File: src/rtl/pipe_pkg.sv
// Shared definitions for the EX/MEM pipeline stage: FSM state encodings,
// payload field layout and the default payload width.
// Purely declarative; no logic or latency of its own.
package pipe_pkg;

  // Stage occupancy states. The encoding equals the number of held entries.
  typedef enum logic [1:0] {
    ST_EMPTY = 2'b00,
    ST_BUSY  = 2'b01,
    ST_FULL  = 2'b10
  } state_e;

  // EX/MEM payload field widths.
  localparam int W_CTRL   = 4;   // control flags
  localparam int W_SIZE   = 5;   // sizecontrol
  localparam int W_RT     = 32;  // Rt store data
  localparam int W_RD     = 5;   // destination register
  localparam int W_RESULT = 32;  // ALU result

  // EX/MEM payload bit offsets, packed LSB-first:
  // {result, rd, rt, sizecontrol, ctrl}.
  localparam int OFF_CTRL   = 0;
  localparam int OFF_SIZE   = OFF_CTRL + W_CTRL;
  localparam int OFF_RT     = OFF_SIZE + W_SIZE;
  localparam int OFF_RD     = OFF_RT + W_RT;
  localparam int OFF_RESULT = OFF_RD + W_RD;

  // Default payload width: the full EX/MEM bundle (78 bits).
  localparam int PIPE_PAYLOAD_W = OFF_RESULT + W_RESULT;

  // Number of held entries for a given state.
  function automatic logic [1:0] occ_of(state_e s);
    logic [1:0] occ;
    case (s)
      ST_BUSY: occ = 2'd1;
      ST_FULL: occ = 2'd2;
      default: occ = 2'd0;
    endcase
    return occ;
  endfunction

endpackage

File: src/rtl/sat_counter.sv
// Saturating up-counter: counts cycles with i_inc high, sticks at all-ones.
// Latency: count reflects an increment one cycle after i_inc.
// Backpressure: none; cleared only by synchronous reset.
module sat_counter #(
  parameter int CNT_W = 16
) (
  input  logic             i_clk,
  input  logic             i_rst,
  input  logic             i_inc,
  output logic [CNT_W-1:0] o_count
);

  logic [CNT_W-1:0] count_q;

  // Increment on request until all-ones, then hold.
  always_ff @(posedge i_clk) begin
    if (i_rst) begin
      count_q <= '0;
    end else if (i_inc && (count_q != {CNT_W{1'b1}})) begin
      count_q <= count_q + CNT_W'(1);
    end
  end

  assign o_count = count_q;

endmodule

File: src/rtl/pipe_stage_skid.sv
// EX/MEM pipeline stage with skid register; optional stall counter (macro PIPE_STAGE_STALL_CNT_EN).
// Latency: 1 cycle from accept in EMPTY to o_valid; full throughput of 1 transfer/cycle.
// Backpressure: o_ready is registered and drops only when main and skid are both held.
module pipe_stage_skid
  import pipe_pkg::*;
#(
  parameter int PAYLOAD_W = PIPE_PAYLOAD_W,
  parameter int CNT_W     = 16
) (
  input  logic                 i_clk,
  input  logic                 i_rst,
  input  logic                 i_valid,
  output logic                 o_ready,
  input  logic [PAYLOAD_W-1:0] i_data,
  input  logic                 i_flush,
  output logic                 o_valid,
  input  logic                 i_ready,
  output logic [PAYLOAD_W-1:0] o_data,
  output logic [1:0]           o_occupancy,
  output logic [CNT_W-1:0]     o_stall_cnt
);

  state_e               state_q, state_d;
  logic [PAYLOAD_W-1:0] main_q, main_d;
  logic [PAYLOAD_W-1:0] skid_q, skid_d;
  logic                 ready_q;
  logic                 accept;
  logic                 send;

  // o_ready comes straight from a flop, so downstream i_ready never reaches
  // the upstream handshake combinationally; the skid register absorbs the
  // one item that can arrive in the cycle the stall is first seen.
  assign o_ready     = ready_q;
  assign o_valid     = (state_q != ST_EMPTY);
  assign o_data      = main_q;
  assign o_occupancy = occ_of(state_q);

  assign accept = i_valid && ready_q;
  assign send   = o_valid && i_ready;

  // Next-state and payload selection; flush wins over every handshake and
  // only drops the valid state, leaving payload registers untouched.
  always_comb begin
    state_d = state_q;
    main_d  = main_q;
    skid_d  = skid_q;
    if (i_flush) begin
      state_d = ST_EMPTY;
    end else begin
      case (state_q)
        ST_EMPTY: begin
          if (accept) begin
            main_d  = i_data;
            state_d = ST_BUSY;
          end
        end
        ST_BUSY: begin
          if (accept && !send) begin
            skid_d  = i_data;
            state_d = ST_FULL;
          end else if (send && !accept) begin
            state_d = ST_EMPTY;
          end else if (send && accept) begin
            main_d  = i_data;
          end
        end
        ST_FULL: begin
          // o_ready is low here, so no accept can occur.
          if (send) begin
            main_d  = skid_q;
            state_d = ST_BUSY;
          end
        end
        default: begin
          // Unused encoding: recover to a clean empty stage.
          state_d = ST_EMPTY;
        end
      endcase
    end
  end

  // State, payload and registered ready; reset overrides flush and handshakes.
  always_ff @(posedge i_clk) begin
    if (i_rst) begin
      state_q <= ST_EMPTY;
      main_q  <= '0;
      skid_q  <= '0;
      ready_q <= 1'b1;
    end else begin
      state_q <= state_d;
      main_q  <= main_d;
      skid_q  <= skid_d;
      ready_q <= (state_d != ST_FULL);
    end
  end

`ifdef PIPE_STAGE_STALL_CNT_EN
  logic stall;

  // A stall is a cycle where an item is on offer but downstream refuses it.
  assign stall = o_valid && !i_ready;

  sat_counter #(
    .CNT_W (CNT_W)
  ) u_stall_cnt (
    .i_clk   (i_clk),
    .i_rst   (i_rst),
    .i_inc   (stall),
    .o_count (o_stall_cnt)
  );
`else
  assign o_stall_cnt = '0;
`endif

endmodule

File: config.mk
export PLATFORM = sky130hd
export DESIGN_NAME = pipe_stage_skid
export DESIGN_NICKNAME = d
export VERILOG_FILES = /design/src/rtl/pipe_pkg.sv /design/src/rtl/sat_counter.sv /design/src/rtl/pipe_stage_skid.sv
export SDC_FILE = /design/constraint.sdc
export NUM_CORES = 1
export LEC_CHECK = 0
export ABC_AREA = 1
export ABC_CLOCK_PERIOD_IN_PS = 4900
export BUFFER_PORTS_ARGS = -buffer_cell sky130_fd_sc_hd__buf_2
export CAP_MARGIN = 10
export CORE_MARGIN = 5
export CORE_UTILIZATION = 55
export DETAILED_ROUTE_END_ITERATION = 10
export PLACE_DENSITY = 0.82
export SLEW_MARGIN = 20
export SYNTH_ARGS = -nofsm -noshare
export SYNTH_HDL_FRONTEND = slang
export SYNTH_SLANG_ARGS = --single-unit
File: constraint.sdc
create_clock -name i_clk -period 4.9 [get_ports i_clk]
set_clock_uncertainty 0.15 [all_clocks]
set_input_delay 0.49 -clock i_clk [delete_from_list [all_inputs] [get_ports i_clk]]
set_output_delay 0.49 -clock i_clk [all_outputs]
set_load 0.005 [all_outputs]
==> impl_metrics.tcl <==
set metrics [dict create \
    max-vdd-ir-drop_mv 0.196 \
    yosysMostFrequentCell "nand2_1" \
    core_area_um2 13200 \
    place_ws_ns 1.71 \
    ctsHoldBuffers 0 \
    grt-ovfl-total 0 \
    grt_pass1_wl_um 30800 \
    initial_core_util_pct 55.8 \
    die_y_um 126 \
    vias 7304 \
    ant_nets 0 \
    cts_setup_buffers 0 \
    grt_pass1_vias 6455 \
    design_area_um2 8660 \
    syn_area_per_cell_um2 6.39 \
    synth_top_area_share_pct 43.3 \
    crit_end "o_data[61]" \
    post-route-worst-setup-slack_ns 1.94 \
    slew_viol_final 0 \
    drtIter0Drc 677 \
    status "completed" \
    cap_violations 0 \
    routed_wl_um 18800 \
    max_slew.worst_pin.slew_ns 1.00 \
    finalSetupViolCount 0 \
    hp-start "i_data[46]" \
    total_power_mw 2.98 \
    yosysSeqAreaShare_pct 43.3 \
    cts_tree "built" \
    holdWs_ns 0.204 \
    ys_warn_count 0 \
    ctsRootBufferMaster "clkbuf_16" \
    period_needed_ns 2.96 \
    hpwl_um 11400 \
    rrSetupSlack_ns 1.94 \
    ioPinCount 181 \
    synth.distinct_cells 18 \
    rsz0062_at_grt "no" \
    synth_area_leaders "dfxtp_1, nand2_1, nand3_1, nor2_1, a21oi_1" \
    ys_seq_elements 159 \
    clock_latency_ns 0.41 \
    cts_buffers 17 \
    start_kind "register" \
    synthCells 1152 \
    drive_gt1_share_pct 16.8 \
    r2r_start "state_q[1]" \
    crit_path_start "state_q[1]" \
    hold_path_class "primary input to register" \
    clk_pin_slew_ns 0.06 \
    wl_per_cell_um 13.0 \
    gp_congestion 0.826 \
    power_density_nw_per_um2 344 \
    hold_violations 0 \
    clockBufferDepth 2 \
    antenna_found_initial 5 \
    cts_resized 0 \
    place_area_um2 8070 \
    cts_max_level 4 \
    grt_usage_pct 23.3 \
    reg2reg_to "o_data[61]" \
    syn-cell-area_um2 7360 \
    grt_max_degree 80 \
    critPathMaxFanout 79 \
    cp_data_required_time_ns 5.06 \
    syn_to_final_growth_pct 17.7 \
    die_w_um 126 \
    drc 0 \
    place_inst 1420 \
    die_area_um2 15800 \
    relSlewSlack_pct 33.0 \
    finalNonFillerCells 1454 \
    vias_per_cell 5.02 \
    ys.flop_type "dfxtp_1" \
    end_kind "register" \
    fin_crit_sh_pct 60.4 \
    leakage_nw 4.36 \
    critical_path_arrival_ns 3.12 \
    num_rows 42 \
    port_buffers 164 \
    layout.nets 1347 \
    holdPathStages 3 \
    synth_enable_flop_cells 0 \
    max_freq_mhz 338 \
    async_reset_ff_share_pct 0 \
    crit_type "register to register" \
    setup-tns-final_ns 0 \
    synth_top_cell_by_area "dfxtp_1" \
    numClockSinks 159 \
    final_util_pct 65.7 \
    dr.pass1.iters 5 \
    synth_common_cells "nand2_1, nand3_1, nor2_1" \
    ff2ff_path_depth 9 \
]
## critical path, stage by stage, from the launching register on
cell	delay, ns
dfxtp_1	0.43
inv_2	0.09
nand2_2	0.09
nor2_4	0.05
buf_4	0.36
nor2_4	0.87
buf_4	0.50
nand3_1	0.14
nand2_1	0.08
nor2_1	0.04
## final cells by class
class	count	area, um2
diodes	1	2.50
clock buffers	27	513
clock inverters	5	52.6
fillers	1235	4530
inverters	86	323
multi-input cells	825	3450
flip-flops and latches	159	3180
well taps	176	220
repair buffers	175	916
## metal layers
layer | track usage (%) | vias to the layer above | routed length [um]
met5 | 0 | - | 40
met4 | 8.10 | 8 | 282
met3 | 6.27 | 31 | 1440
li1 | - | 3756 | -
met1 | 30.4 | 3267 | 8290
met2 | 37.3 | 242 | 8780
## worst min-delay path by stage
stage | to | slack [ns]
after floorplan | skid_q[0] | 0.29
after global placement | skid_q[35] | 0.30
after detailed placement | skid_q[11] | 0.30
after CTS | skid_q[52] | 0.19
after global routing | skid_q[70] | 0.20
final | skid_q[46] | 0.20
## report_power, final
part / internal, mW / switching [mW] / leakage (nW)
clock: 0.765 / 0.489 / 0.277
combinational: 0.136 / 0.206 / 2.79
sequential: 1.35 / 0.0302 / 1.30
total: 2.25 / 0.726 / 4.36
## sequential cells by signal, summed over array words and instances, names as in the netlist
name	flops
o_data	78
state_q	2
skid_q	78
o_ready	1
## cells in the final DEF, fill, tap and decap left out, types with 10 or more instances in the layout
master | Yosys | layout
nor2_1 | 160 | 160
conb_1 | 1 | 16
buf_4 | 21 | 10
dfxtp_1 | 159 | 159
a21oi_1 | 79 | 79
inv_1 | 81 | 81
buf_2 | 30 | 164
clkbuf_16 | 0 | 17
nand3_1 | 160 | 160
nand2_1 | 400 | 399
## logic make-up (layout without fill, tap and decap cells)
family                 count (synthesis)  count (layout)  share of synthesized area (%)
flip-flops                           159             159                           43.3
AO/OA/AOI/OAI                         81              81                           5.51
AND/OR/NAND/NOR                      728             728                           40.3
buffers and inverters                183             293                           10.9
other                                  1              17                         0.0510
(Power assumes the default switching activity.)
